## config.mk

```make
export PLATFORM = sky130hd
export DESIGN_NAME = matrix_rx
export DESIGN_NICKNAME = d
export VERILOG_FILES = /design/src/rtl/matrix_pkg.sv /design/src/rtl/sync_edge.sv /design/src/rtl/matrix_rx.sv
export SDC_FILE = /design/constraint.sdc
export NUM_CORES = 1
export LEC_CHECK = 0
export BUFFER_PORTS_ARGS = -buffer_cell sky130_fd_sc_hd__buf_2
export CORE_ASPECT_RATIO = 1.4
export CORE_MARGIN = 5
export CORE_UTILIZATION = 50
export DETAILED_ROUTE_END_ITERATION = 7
export GPL_TIMING_DRIVEN = 0
export PLACE_DENSITY = 0.77
export SYNTH_ARGS = -nofsm -noshare
export SYNTH_HDL_FRONTEND = slang
export SYNTH_SLANG_ARGS = --single-unit
export TNS_END_PERCENT = 20
```

## constraint.sdc

```tcl
create_clock -name clk32mhz -period 3.02 [get_ports clk32mhz]
set_input_delay 0 -clock clk32mhz [delete_from_list [all_inputs] [get_ports clk32mhz]]
set_output_delay 0 -clock clk32mhz [all_outputs]
set_load 0.005 [all_outputs]
```

## src/rtl/matrix_pkg.sv

```systemverilog
// rtl/matrix_pkg.sv - shared constants and types for the matrix serial receiver
package matrix_pkg;

    localparam int ROWS_DEFAULT  = 16;
    localparam int COLS_DEFAULT  = 16;
    localparam int RD_ROW_W      = 4;
    localparam int FRAME_COUNT_W = 8;

    // Classification of the latched row-select word at a write event
    typedef enum logic [1:0] {
        ROW_NONE  = 2'd0,
        ROW_ONE   = 2'd1,
        ROW_MULTI = 2'd2
    } row_sel_e;

endpackage

```

## src/rtl/sync_edge.sv

```systemverilog
// rtl/sync_edge.sv - per-pin sampler with rise/fall detect; MATRIX_RX_SYNC_EN adds a 2-flop synchronizer
module sync_edge #(
    parameter logic RESET_VAL = 1'b0
) (
    input  logic clk,
    input  logic reset_n,
    input  logic din,
    output logic level,
    output logic rise,
    output logic fall
);

    logic sample_src;
    logic sample_q;
    logic prev_q;

`ifdef MATRIX_RX_SYNC_EN
    logic meta_q;
    logic stable_q;

    // Two-flop synchronizer for pins from an unrelated clock domain
    always_ff @(posedge clk) begin
        if (!reset_n) begin
            meta_q   <= RESET_VAL;
            stable_q <= RESET_VAL;
        end else begin
            meta_q   <= din;
            stable_q <= meta_q;
        end
    end

    assign sample_src = stable_q;
`else
    assign sample_src = din;
`endif

    // Sample and previous-sample registers; preset so no edge appears right after reset
    always_ff @(posedge clk) begin
        if (!reset_n) begin
            sample_q <= RESET_VAL;
            prev_q   <= RESET_VAL;
        end else begin
            sample_q <= sample_src;
            prev_q   <= sample_q;
        end
    end

    assign level = sample_q;
    assign rise  = sample_q & ~prev_q;
    assign fall  = ~sample_q & prev_q;

endmodule

```

## src/rtl/matrix_rx.sv

```systemverilog
// rtl/matrix_rx.sv - LED matrix serial receiver with frame buffer (optional MATRIX_RX_SYNC_EN input sync)
module matrix_rx
    import matrix_pkg::*;
#(
    parameter int ROWS = ROWS_DEFAULT,
    parameter int COLS = COLS_DEFAULT
) (
    input  logic                     clk32mhz,
    input  logic                     reset_n,
    input  logic                     CCLK,
    input  logic                     CSDI,
    input  logic                     RCLK,
    input  logic                     RSDI,
    input  logic                     LE,
    input  logic                     OEB,
    input  logic [RD_ROW_W-1:0]      rd_row,
    output logic [COLS-1:0]          rd_data,
    output logic                     frame_done,
    output logic [FRAME_COUNT_W-1:0] frame_count,
    output logic                     row_err
);

    logic cclk_rise, rclk_rise, le_rise, oeb_fall;
    logic csdi_lvl, rsdi_lvl;
    logic cclk_lvl_unused, cclk_fall_unused, rclk_lvl_unused, rclk_fall_unused;
    logic le_lvl_unused, le_fall_unused, oeb_lvl_unused, oeb_rise_unused;
    logic csdi_rise_unused, csdi_fall_unused, rsdi_rise_unused, rsdi_fall_unused;

    sync_edge #(.RESET_VAL(1'b0)) u_cclk (.clk(clk32mhz), .reset_n(reset_n), .din(CCLK),
        .level(cclk_lvl_unused), .rise(cclk_rise), .fall(cclk_fall_unused));
    sync_edge #(.RESET_VAL(1'b0)) u_csdi (.clk(clk32mhz), .reset_n(reset_n), .din(CSDI),
        .level(csdi_lvl), .rise(csdi_rise_unused), .fall(csdi_fall_unused));
    sync_edge #(.RESET_VAL(1'b0)) u_rclk (.clk(clk32mhz), .reset_n(reset_n), .din(RCLK),
        .level(rclk_lvl_unused), .rise(rclk_rise), .fall(rclk_fall_unused));
    sync_edge #(.RESET_VAL(1'b0)) u_rsdi (.clk(clk32mhz), .reset_n(reset_n), .din(RSDI),
        .level(rsdi_lvl), .rise(rsdi_rise_unused), .fall(rsdi_fall_unused));
    sync_edge #(.RESET_VAL(1'b0)) u_le (.clk(clk32mhz), .reset_n(reset_n), .din(LE),
        .level(le_lvl_unused), .rise(le_rise), .fall(le_fall_unused));
    sync_edge #(.RESET_VAL(1'b1)) u_oeb (.clk(clk32mhz), .reset_n(reset_n), .din(OEB),
        .level(oeb_lvl_unused), .rise(oeb_rise_unused), .fall(oeb_fall));

    logic [COLS-1:0]          col_sr_q, col_sr_d, col_lat_q, col_lat_d;
    logic [ROWS-1:0]          row_sr_q, row_sr_d, row_lat_q, row_lat_d;
    logic [FRAME_COUNT_W-1:0] frame_count_q, frame_count_d;
    logic                     frame_done_q, frame_done_d;
    logic                     row_err_q, row_err_d;
    logic [COLS-1:0]          fb_q [ROWS];
    row_sel_e                 row_sel;
    logic                     wr_en;

    // Classify the latched row word: a write needs exactly one row selected
    always_comb begin
        row_sel = ROW_NONE;
        if (row_lat_q != '0) begin
            if ((row_lat_q & (row_lat_q - ROWS'(1))) == '0) begin
                row_sel = ROW_ONE;
            end else begin
                row_sel = ROW_MULTI;
            end
        end
    end

    assign wr_en = oeb_fall && (row_sel == ROW_ONE);

    // Next-state for shifters, latches, frame counter and error flag
    always_comb begin
        col_sr_d      = col_sr_q;
        row_sr_d      = row_sr_q;
        col_lat_d     = col_lat_q;
        row_lat_d     = row_lat_q;
        frame_count_d = frame_count_q;
        frame_done_d  = 1'b0;
        row_err_d     = row_err_q;
        if (cclk_rise) begin
            col_sr_d = {col_sr_q[COLS-2:0], csdi_lvl};
        end
        if (rclk_rise) begin
            row_sr_d = {row_sr_q[ROWS-2:0], rsdi_lvl};
        end
        // Latch the post-shift value so a shift in the LE cycle is included
        if (le_rise) begin
            col_lat_d = col_sr_d;
            row_lat_d = row_sr_d;
        end
        if (oeb_fall && (row_sel == ROW_MULTI)) begin
            row_err_d = 1'b1;
        end
        if (wr_en && row_lat_q[ROWS-1]) begin
            frame_done_d  = 1'b1;
            frame_count_d = frame_count_q + FRAME_COUNT_W'(1);
        end
    end

    // Control state registers
    always_ff @(posedge clk32mhz) begin
        if (!reset_n) begin
            col_sr_q      <= '0;
            row_sr_q      <= '0;
            col_lat_q     <= '0;
            row_lat_q     <= '0;
            frame_count_q <= '0;
            frame_done_q  <= 1'b0;
            row_err_q     <= 1'b0;
        end else begin
            col_sr_q      <= col_sr_d;
            row_sr_q      <= row_sr_d;
            col_lat_q     <= col_lat_d;
            row_lat_q     <= row_lat_d;
            frame_count_q <= frame_count_d;
            frame_done_q  <= frame_done_d;
            row_err_q     <= row_err_d;
        end
    end

    // Frame buffer: store column latch into the single selected row
    always_ff @(posedge clk32mhz) begin
        for (int i = 0; i < ROWS; i++) begin
            if (!reset_n) begin
                fb_q[i] <= '0;
            end else if (wr_en && row_lat_q[i]) begin
                fb_q[i] <= col_lat_q;
            end
        end
    end

    assign rd_data     = (32'(rd_row) < ROWS) ? fb_q[rd_row] : '0;
    assign frame_done  = frame_done_q;
    assign frame_count = frame_count_q;
    assign row_err     = row_err_q;

endmodule
```

==> metrics.md <==
| Metric | Value |
|---|---|
| CTS sink cnt | `340` |
| Hold slack final | `0.0405 ns` |
| Fin nets | `1095` |
| Hold Path Cell Cnt | `3` |
| Antenna-violating nets left | `0` |
| First-pass GRT wire length | `48.6 mm` |
| Most area-consuming cells after synthesis | `edfxtp_1, mux4_2, dfxtp_1` |
| Layout cell share with drive strength beyond 1 | `0.200` |
| # DRC | `0` |
| Synth area leader | `edfxtp_1` |
| Std cell rows | `73` |
| Port bufs | `32` |
| Critical path origin | `row_lat_q[1]` |
| Global placer's final weighted congestion | `0.841` |
| IO Pins | `38` |
| P_leak | `0.00546 uW` |
| Post-Syn Area | `14200 um^2` |
| Power Dens Cells | `614 nW/um^2` |
| Synth Instances | `1010` |
| Share of the synthesized area in the top cell type | `0.540` |
| Slew Limit Headroom | `-0.0217` |
| R2R Path End | `fb_q[11][13]` |
| Status | `finished with violations` |
| Yosys cell types | `43` |
| Critical path capture point type | `flip-flop` |
| WL met1 | `10.9 mm` |
| Die ar. | `32000 um^2` |
| Post-route setup TNS | `0 ns` |
| Max VDD drop | `0.519 mV` |
| CTS root buf | `clkbuf_16` |
| Unrepaired setup endpoints after global routing | `yes` |
| Count leader, synth | `nor2_1` |
| Sequential-to-total area share from yosys stat | `0.658` |
| Synth Flop Type | `edfxtp_1` |
| Vias in the first global route | `8928` |
| Synth async-reset ratio | `0` |
| TritonRoute pass-1 iters | `5` |
| Initial antenna violation count | `0` |
| TritonCTS clock tree | `yes` |
| FF+latch count, synth | `340` |
| Clock transition at path regs | `0.07 ns` |
| Hold worst-path end | `row_lat_q[1]` |
| Area grow syn2layout | `13.5%` |
| Final Max Tran Viols | `12` |
| Hold Vio Cnt, Final | `0` |
| Critical path arrival | `3.07 ns` |
| Worst hold-check path type | `in2reg` |
| Violated checks | `capacitance limit, slew limit` |
| Initial Utilization | `0.504` |
| Critical Path RT | `3.24 ns` |
| Yosys warns | `0` |
| R2R depth | `8` |
| Fin crit period | `2.85 ns` |
| Max cap viols | `1` |
| Core footprint | `28200 um^2` |
| Grt ovf | `0` |
| R2r setup slk | `0.17 ns` |
| Critical Path Source Type | `flip-flop` |
| Die W | `153 um` |
| WS Path Type | `reg2reg` |
| Tcrit/Tclk final | `0.942` |
| Placed Instance Area | `14900 um^2` |
| Synth top cells by count | `nor2_1, edfxtp_1, dfxtp_1` |
| Syn_area_per_cell | `14.1 um^2` |
| Longest Clk Path Bufs | `3` |
| DR top layer | `met4` |
| Pin slew with the least headroom to its limit | `1.53 ns` |
| F_max | `351 MHz` |
| Wire per inst | `20.7 um` |
| Vias | `8401` |
| Worst-Skew Late Latency | `0.55 ns` |
| DR iter-0 viols | `647` |
| Syn Nets | `1023` |
| CP Max Fanout | `16` |
| Ant diodes | `0` |
| Die height | `210 um` |
| DR WL met2 | `16.8 mm` |
| Drt via density | `5.68` |
| H-Tree Depth | `1` |
| Finished layout cell area | `16200 um^2` |
| Detailed Route WL | `30.6 mm` |
| HP Start | `reset_n` |
| Final setup viols | `0` |
| Overall routing resource usage | `0.193` |
| CTS Buf Count | `30` |
| Largest net degree at the start of global routing | `17` |
| HPWL after DPL | `22.0 mm` |
| RR Startpoint | `row_lat_q[1]` |
| EDFF count, synth | `256` |
| Layout Skew | `0.0166 ns` |
| Routed length on met3 | `1.73 mm` |
-- per-stage QoR --
stage / std cells / util / worst slack (ns) / total power (uW)
finish: 1480 / 0.573 / 0.174 / 9930
global route: 1480 / 0.573 / -0.0227 / 10200
detailed placement: 1417 / 0.527 / -0.752 / 6120
CTS: 1478 / 0.570 / 0.00934 / 9950
floorplan: 1010 / - / 0.291 / 5880
global placement: 1417 / 0.527 / -0.755 / 6100
-- area by class of cell --
| cell class | instances | area [um^2] |
|---|---|---|
| flip-flops and latches | 340 | 9370 |
| well taps | 375 | 469 |
| clock inverters | 16 | 134 |
| inverters | 2 | 7.51 |
| clock buffers | 39 | 878 |
| multi-input cells | 589 | 4690 |
| fillers | 2172 | 12100 |
| repair buffers | 39 | 228 |
| plain buffers | 80 | 383 |
-- flip-flops by register name, indices dropped and copies added, names as in the netlist, 8 cells and up --
register,flops
col_lat_q,16
frame_count,8
row_sr_q,16
row_lat_q,16
col_sr_q,16
fb_q,256
-- routing by layer --
layer / up-vias / track usage
met4: 0 / 0.0719
li1: 3842 / -
met5: - / 0
met1: 4164 / 0.223
met2: 312 / 0.364
met3: 83 / 0.0237
-- report_power, final --
group          switching [uW]  total, uW  leakage, uW  internal (uW)
sequential               74.4       5260      0.00333           5180
clock                    1680       3870     0.000510           2190
combinational             486        800      0.00162            314
total                    2240       9930      0.00546           7680
-- timing repair --
action,CTS,global route
setup buffers,0,1
hold buffers,6,0
gates resized for setup,37,19
pin swaps,0,3
setup endpoints to repair,240,241
cloned,0,1
endpoints found under the hold margin,6,0
-- cell usage in the layout (no fill, tap or decap), drive strengths merged, types with 5 or more instances in the layout --
master       Yosys  final
nor2           312    312
edfxtp         256    256
clkbuf          52     91
dfxtp           84     84
mux4            80     80
buf             28     61
nand2           38     39
mux2i           33     33
a211oi          32     32
and2            25     25
nand4           18     18
clkinv           0     11
a21oi            7      7
dlygate4sd3      0      6
o31ai            5      5
-- cell families after synthesis --
kind of cell | count (synthesis) | share of synthesized area
and+or+nand+nor | 416 | 0.135
muxes | 113 | 0.150
xor gates and xnor gates | 3 | 0.00185
DFF | 340 | 0.658
adders and majority gates | 3 | 0.00228
AOI/OAI and AO/OA | 53 | 0.0274
buffers and inverters | 82 | 0.0256
-- worst max-delay path by stage --
stage / to / slack (ns)
after global placement: fb_q[11][15] / -0.76
after detailed placement: fb_q[11][12] / -0.75
after floorplan: fb_q[3][0] / 0.29
final: fb_q[11][13] / 0.17
after CTS: fb_q[3][12] / 0.009
after global routing: fb_q[12][13] / -0.02
-- critical path, stage by stage, from the launching register on --
cell	delay (ns)
dfxtp_1	0.40
nor4_4	0.40
nand4_1	0.24
o22ai_4	0.17
and3_1	0.17
buf_4	0.17
nand4_2	0.34
clkbuf_4	0.38
nand2_8	0.22
No activity file was read; power rests on OpenSTA's default activity.
